[src/rtl/rx_clk_pkg.sv]
// rx_clk_pkg: shared types and widths for the RX DCM lock controller.
//   Contents: lock-sequencer state enum (3-bit), timer/retry/loss-counter widths.
package rx_clk_pkg;
   typedef enum logic [2:0] {
      RST_DCM   = 3'd0,
      WAIT_LOCK = 3'd1,
      SETTLE    = 3'd2,
      RUN       = 3'd3,
      FAIL      = 3'd4
   } rx_clk_state_t;
   localparam int TIMER_W = 16;
   localparam int RETRY_W = 4;
   localparam int LOSS_W  = 8;
endpackage

[src/rtl/rx_sync2.sv]
// rx_sync2: generic 2-flop synchroniser, synchronous active-high reset to 0.
//   Ports: clk (in), rst (in), d (in, W, asynchronous), q (out, W, 2-cycle latency).
module rx_sync2 #(
   parameter int W = 1
) (
   input  logic         clk,
   input  logic         rst,
   input  logic [W-1:0] d,
   output logic [W-1:0] q
);
   logic [W-1:0] r_meta;
   logic [W-1:0] r_sync;
   always_ff @(posedge clk) begin
      if (rst) begin
         r_meta <= '0;
         r_sync <= '0;
      end else begin
         r_meta <= d;
         r_sync <= r_meta;
      end
   end
   assign q = r_sync;
endmodule

[src/rtl/rx_dcm_lock_ctrl.sv]
// rx_dcm_lock_ctrl: sequences the RX DCM reset, waits for lock with timeout/retry,
//   debounces lock and only then releases the RX datapath reset; re-runs on loss of lock.
//   Ports: rxclk, reset (sync, active high), dcm_locked (async) in;
//          dcm_rst, rx_rst, clk_ready, lock_fail, retry_cnt[3:0], lock_loss_cnt[7:0] out.
//   Option: define RX_DCM_LOSS_CNT_EN to count RUN lock losses (saturating); otherwise tied to 0.
module rx_dcm_lock_ctrl
   import rx_clk_pkg::*;
#(
   parameter int RST_CYCLES    = 8,
   parameter int LOCK_TIMEOUT  = 16384,
   parameter int SETTLE_CYCLES = 64,
   parameter int MAX_RETRY     = 4
) (
   input  logic               rxclk,
   input  logic               reset,
   input  logic               dcm_locked,
   output logic               dcm_rst,
   output logic               rx_rst,
   output logic               clk_ready,
   output logic               lock_fail,
   output logic [RETRY_W-1:0] retry_cnt,
   output logic [LOSS_W-1:0]  lock_loss_cnt
);
   localparam logic [TIMER_W-1:0] L_RST_LAST = TIMER_W'(RST_CYCLES - 1);
   localparam logic [TIMER_W-1:0] L_TO_LAST  = TIMER_W'(LOCK_TIMEOUT - 1);
   localparam logic [TIMER_W-1:0] L_SET_LAST = TIMER_W'(SETTLE_CYCLES - 1);
   localparam logic [RETRY_W-1:0] L_RETRY_LAST = RETRY_W'(MAX_RETRY - 1);
   rx_clk_state_t      r_state, w_state_nx;
   logic [TIMER_W-1:0] r_timer, w_timer_nx;
   logic [RETRY_W-1:0] r_retry, w_retry_nx;
   logic               w_locked_s;
   rx_sync2 #(.W(1)) u_sync (
      .clk (rxclk),
      .rst (reset),
      .d   (dcm_locked),
      .q   (w_locked_s)
   );
   // Every transition clears the timer, so it never needs to wrap.
   always_comb begin
      w_state_nx = r_state;
      w_timer_nx = r_timer + 1'b1;
      w_retry_nx = r_retry;
      case (r_state)
         RST_DCM: begin
            if (r_timer == L_RST_LAST) begin
               w_state_nx = WAIT_LOCK;
               w_timer_nx = '0;
            end
         end
         WAIT_LOCK: begin
            // Lock takes priority over a coincident timeout.
            if (w_locked_s) begin
               w_state_nx = SETTLE;
               w_timer_nx = '0;
            end else if (r_timer == L_TO_LAST) begin
               w_timer_nx = '0;
               if (r_retry == L_RETRY_LAST) begin
                  w_state_nx = FAIL;
               end else begin
                  w_state_nx = RST_DCM;
                  w_retry_nx = r_retry + 1'b1;
               end
            end
         end
         SETTLE: begin
            // A glitch restarts the lock wait without spending a retry.
            if (!w_locked_s) begin
               w_state_nx = WAIT_LOCK;
               w_timer_nx = '0;
            end else if (r_timer == L_SET_LAST) begin
               w_state_nx = RUN;
               w_timer_nx = '0;
               w_retry_nx = '0;
            end
         end
         RUN: begin
            w_timer_nx = '0;
            if (!w_locked_s) w_state_nx = RST_DCM;
         end
         FAIL: w_timer_nx = '0;
         default: begin
            w_state_nx = RST_DCM;
            w_timer_nx = '0;
         end
      endcase
   end
   always_ff @(posedge rxclk) begin
      if (reset) begin
         r_state <= RST_DCM;
         r_timer <= '0;
         r_retry <= '0;
      end else begin
         r_state <= w_state_nx;
         r_timer <= w_timer_nx;
         r_retry <= w_retry_nx;
      end
   end
`ifdef RX_DCM_LOSS_CNT_EN
   logic [LOSS_W-1:0] r_loss;
   always_ff @(posedge rxclk) begin
      if (reset) r_loss <= '0;
      else if (r_state == RUN && !w_locked_s && r_loss != '1) r_loss <= r_loss + 1'b1;
   end
   assign lock_loss_cnt = r_loss;
`else
   assign lock_loss_cnt = '0;
`endif
   assign dcm_rst   = (r_state == RST_DCM) || (r_state == FAIL);
   assign rx_rst    = (r_state != RUN);
   assign clk_ready = (r_state == RUN);
   assign lock_fail = (r_state == FAIL);
   assign retry_cnt = r_retry;
endmodule
[config.mk]
export PLATFORM = sky130hd
export DESIGN_NAME = rx_dcm_lock_ctrl
export DESIGN_NICKNAME = d
export VERILOG_FILES = /design/src/rtl/rx_clk_pkg.sv /design/src/rtl/rx_sync2.sv /design/src/rtl/rx_dcm_lock_ctrl.sv
export SDC_FILE = /design/constraint.sdc
export NUM_CORES = 1
export LEC_CHECK = 0
export CORE_UTILIZATION = 40
export CTS_BUF_LIST = sky130_fd_sc_hd__clkbuf_4 sky130_fd_sc_hd__clkbuf_8
export DETAILED_ROUTE_END_ITERATION = 12
export GPL_TIMING_DRIVEN = 0
export PLACE_DENSITY = 0.7
export SLEW_MARGIN = 20
export SYNTH_ARGS = -nofsm -noshare
export SYNTH_HDL_FRONTEND = slang
export SYNTH_SLANG_ARGS = --single-unit
[constraint.sdc]
create_clock -name rxclk -period 2.35 [get_ports rxclk]
set_input_delay 0.47 -clock rxclk [delete_from_list [all_inputs] [get_ports rxclk]]
set_output_delay 0.47 -clock rxclk [all_outputs]
set_load 0.01 [all_outputs]
# Yosys cells after proc, flatten, opt, wreduce, memory -nomap -nowiden
# Index checks and enable logic that the tools add are counted.
classes:
  add_sub_neg: 2
  multipliers: 0
  div_mod_pow: 0
  magnitude_cmp: 0
  eq_ne: 18
  shifts: 0
  n_mux: 20
  bitwise: 1
  reduce_logical: 5
ops:
  columns: ["cell", "count"]
  rows:
  - ["two-way mux 16 bit", 5]
  - ["one-hot mux 16 bit (3 select lines)", 1]
  - ["two-way mux 3 bit", 7]
  - ["two-way mux 4 bit", 5]
  - ["adder 16 x 1 -> 16 bit (second input constant)", 1]
  - ["equality test 16 x 14 -> 1 bit (second input constant)", 1]
  - ["equality test 16 x 3 -> 1 bit (second input constant)", 1]
  - ["equality test 16 x 6 -> 1 bit (second input constant)", 1]
  - ["one-hot mux 3 bit (5 select lines)", 1]
  - ["inequality test 2 bit (second input constant)", 6]
  - ["one-hot mux 4 bit (2 select lines)", 1]
  - ["equality test 3 x 2 -> 1 bit (second input constant)", 2]
  - ["inequality test 3 x 2 -> 1 bit (second input constant)", 2]
  - ["AND reduction 6 bit", 1]
  - ["AND reduction 5 bit", 1]
  - ["adder 4 x 1 -> 4 bit (second input constant)", 1]
  - ["equality test 4 x 2 -> 1 bit (second input constant)", 1]
  - ["equality test 3 x 1 -> 1 bit (second input constant)", 1]
  - ["equality test 3 bit (second input constant)", 1]
  - ["zero test 3 bit", 1]
  - ["inequality test 3 bit (second input constant)", 1]
  - ["inequality test 2 x 1 -> 1 bit (second input constant)", 1]
  - ["nonzero test 2 bit", 1]
  - ["logical OR 1 bit", 1]
  - ["inverter 1 bit", 1]
word_totals:
  register_bits: 25
  latch_bits: 0
  ram_bits: 0
  mem_bits_ro: 0
  output_inout_bits: 16
  memories: 0

# Longest topological paths before layout
depth:
  depth_word: 5
  depth_mapped: 8
  ltp_nobuf: 6

# By module
# From an unflattened synthesis, not the netlist that was laid out.
hier_totals:
  cells_unflattened: 170
  hier_area_um2: 1462.7
by_module_without_submodules:
  columns: ["module", "instances", "cells_per_inst", "area_each_um2"]
  rows:
  - ["rx_dcm_lock_ctrl", 1, 166, 1410.1]
  - ["rx_sync2", 1, 4, 52.6]

# Least setup slack after synthesis
# Ideal clock, no wire load.
synth_path:
  kind: "reg-to-reg"
  from: "register r_timer[0]"
  to: "register r_state[0]"
  arrival_time_ps: 1969
  path_slack_ps: 260
  path_stages_with_launch: 8
  n_path_buf: 1
  cell_sequence: "dfxtp_1 > ha_1 > buf_2 > nor3b_1 > nand4_1 > a22o_2 > a2111o_1 > mux2_4"
synth_between:
  elab_chain_cells: 3
synth_lines:
  columns: ["element", "line", "source"]
  rows:
  - ["start: declaration", "rx_dcm_lock_ctrl.sv:29", "logic [TIMER_W-1:0] r_timer, w_timer_nx;"]
  - ["start signal: assignment", "rx_dcm_lock_ctrl.sv:94", "r_timer <= w_timer_nx;"]
  - ["equality test 16 x 6 -> 1 bit, or another cell as far along", "rx_dcm_lock_ctrl.sv:70", "end else if (r_timer == L_SET_LAST) begin"]
  - ["inequality test 3 bit (no source line), or another cell as far along", null, null]
  - ["AND reduction 5 bit (no source line) (*)", null, null]
  - ["end signal: assignment", "rx_dcm_lock_ctrl.sv:93", "r_state <= w_state_nx;"]
  - ["end: declaration", "rx_dcm_lock_ctrl.sv:28", "rx_clk_state_t r_state, w_state_nx;"]
# Every way passes the cells marked *; elsewhere a longest branch is shown, timed or not.
# A chain may end at the register's enable or synchronous reset.

# Worst setup path in the final report
layout_path:
  from: "register r_timer[1]"
  to: "register r_state[0]"
# The elaborated chain is that of the path after synthesis.

==> summary.txt <==
Final Max Slew Viols - 0
Buffer count from post-CTS setup fixing - 0
Grt total ovfl - 0
Critical-path maximum fanout - 8
EDFF count, synth - 0
Clock Skews - 0.000670 ns
Die X - 60.0 um
Max IR drop VDD - 0.368 mV
M1 WL - 1290 um
WL per Instance - 12.6 um
R2R Path End - r_state[0]
Leakage - 0.563 nW
H-tree levels - 1
Drc violations - 0
Final nets - 183
Antenna Diode Count - 0
Fin. Hold Viols - 0
Status - complete, no violations
Crit path arrival time - 2.46 ns
Critical path startpoint - r_timer[1]
Setup_tns - 0 ns
Worst-skew pair later-pin latency - 0.31 ns
Final setup margin - 0.107 ns
Most frequent cells in the layout - dfxtp_1 (24), nor2_1 (23), nand3_1 (11)
Worst R2R Path Depth - 7
I/O Buffers - 9
PnR Total Power - 0.851 mW
Post-DRT Antenna Nets - 0
Logic gate share of total power - 0.213
Pint - 0.607 mW
Final Cycle Share - 0.954
Clock root buffer master - clkbuf_4
Full die area - 3600 sq um
Post-DP HPWL - 2150 um
Slew headroom - 0.583
Worst R2R Setup Slack - 0.11 ns
Seq/Total Area, Yosys - 0.371
Top routing layer in use - met4
Max Root-Sink Buffers - 2
TritonCTS clock tree - done
Hold WC Path Type - register to register
Final hold slack - 0.454 ns
1st-iter DRT viols - 30
Ys Warns - 0
Placed instance area - 1520 sq um
MaxCap Viol Count - 0
I/O Pins - 19
Avg Inst Size Synth - 8.58 sq um
Reg2reg start - r_timer[1]
DP Worst Slack - 0.0640 ns
Total track usage - 0.170
Fin crit period - 2.24 ns
P per Cell Area - 547 nW/um^2
First-pass GRT wire length - 4550 um
Switching Share - 0.287
Crit. End Element - register
Clk network pwr share - 0.234
Initial core utilization - 0.431
Crit path cell chain - ha_1, buf_2, nor3b_2, nand4_1, a22o_2, a2111o_1, mux2_4
Fmax - 0.446 GHz
Via density - 5.15
CP startpoint kind - register
Clk pin slew, worst setup/hold paths - 0.12 ns
Most common cell after layout, fill and taps aside - dfxtp_1
Met2 routed WL - 1370 um
Reg area - 502 sq um
Finish-stage setup viols - 0
Routed Wire Length - 2780 um
Sequential power share - 0.553
Post-Syn Instances - 157
Vias in the first global route - 1,054
Pre-antenna DRT Iters - 4
Measured slew at the worst slew-check pin - 0.617 ns
Row cnt - 20
Largest net degree at the start of global routing - 14
Critical path type - register to register
Utilization after layout - 0.497
Worst path required time - 2.57 ns
Wire length on met3 - 65 um
Ys flop type - dfxtp_1
Crit path capture - r_state[0]
Fill cells - 301
Synth cell types - 39
Final Non-Filler Cells - 221
P&R area growth vs syn - 15.4%
Num Clock Sinks - 25
Finished Cell Area - 1560 sq um
Post-Synthesis Cell Area - 1350 sq um
Switch Pwr - 0.244 mW
Crit-path slowest cell - dfxtp_1
Worst path max stage delay - 0.40 ns
Routability Congestion - 0.814
Antenna violations before repair - 0
Core Box Area - 3130 sq um
Die Ht - 60.0 um
Layout cells sized above 1 - 0.124
Yosys reg bits - 25
Placed Cells - 217
Vias - 1,139
Post-synth ARST share - 0
TritonCTS Buffers - 3
Multi-input logic area - 782 sq um
-- metal layers --
metal,up-vias,GRT usage
met1,541,0.197
met2,16,0.300
met5,-,0
li1,576,-
met4,0,0.0831
met3,6,0.0303
-- power by group through the flow --
stage          combinational, mW  clock (mW)  sequential, mW
6_report                   0.181       0.199           0.470
5_1_grt                    0.203       0.221           0.475
4_1_cts                    0.180       0.210           0.470
3_5_place_dp               0.180           0           0.479
3_3_place_gp               0.173           0           0.477
2_1_floorplan              0.140           0           0.473
-- logic make-up after synthesis --
logic type / synth area share
XOR/XNOR: 0.0910
buffers and inverters: 0.0715
flip-flops: 0.371
adder cells (fa/ha/maj): 0.0186
AO/OA/AOI/OAI: 0.0715
AND/OR/NAND/NOR: 0.355
other: 0.00278
multiplexers: 0.0186
-- cell type report --
class / instances / share of cell area
well taps: 44 / 0.0354
repair buffers: 9 / 0.0579
inverters: 4 / 0.00965
multi-input cells: 122 / 0.503
flip-flops and latches: 25 / 0.323
plain buffers: 13 / 0.0523
clock buffers: 4 / 0.0193
-- registers in the layout, indices dropped and copies added, names as in the netlist --
name,flops
r_state,3
u_sync.q,1
r_timer,16
retry_cnt,4
u_sync.r_meta,1
-- repair_timing --
item                                    CTS  global route
resized for setup                         0             2
hold buffers                              0             0
endpoints found under the setup margin    0            11
-- worst max-delay path: cells and delay by family, from the launching register on --
kind | cells | cell delay [ns]
AOI/OAI and AO/OA | 2 | 0.71
DFF | 1 | 0.40
and+or+nand+nor | 2 | 0.39
muxes | 1 | 0.30
buffers and inverters | 1 | 0.18
adders and majority gates | 1 | 0.16
-- worst min path at each step --
stage	from	end	slack [ns]	cells past startpoint
3_3_place_gp	u_sync.r_meta	u_sync.q	0.42	1
3_5_place_dp	u_sync.r_meta	u_sync.q	0.43	1
6_report	u_sync.r_meta	u_sync.q	0.45	1
5_1_grt	u_sync.r_meta	u_sync.q	0.47	1
2_1_floorplan	u_sync.r_meta	u_sync.q	0.41	1
4_1_cts	u_sync.r_meta	u_sync.q	0.46	1
-- cells in the mapped netlist (3+ instances only) --
cell type / number / area, sq um
clkbuf_1: 3 / 11.3
inv_1: 4 / 15.0
nor3_1: 8 / 40.0
xnor2_1: 8 / 70.1
nor2_1: 23 / 86.3
nand3_1: 11 / 55.1
nor4b_1: 3 / 26.3
nand2_1: 8 / 30.0
nor2b_1: 4 / 25.0
nand3b_1: 3 / 22.5
xor2_1: 6 / 52.6
dfxtp_1: 25 / 500
nor3b_1: 3 / 22.5
buf_4: 8 / 60.1
nand4_1: 6 / 37.5
(Power assumes the default switching activity.)
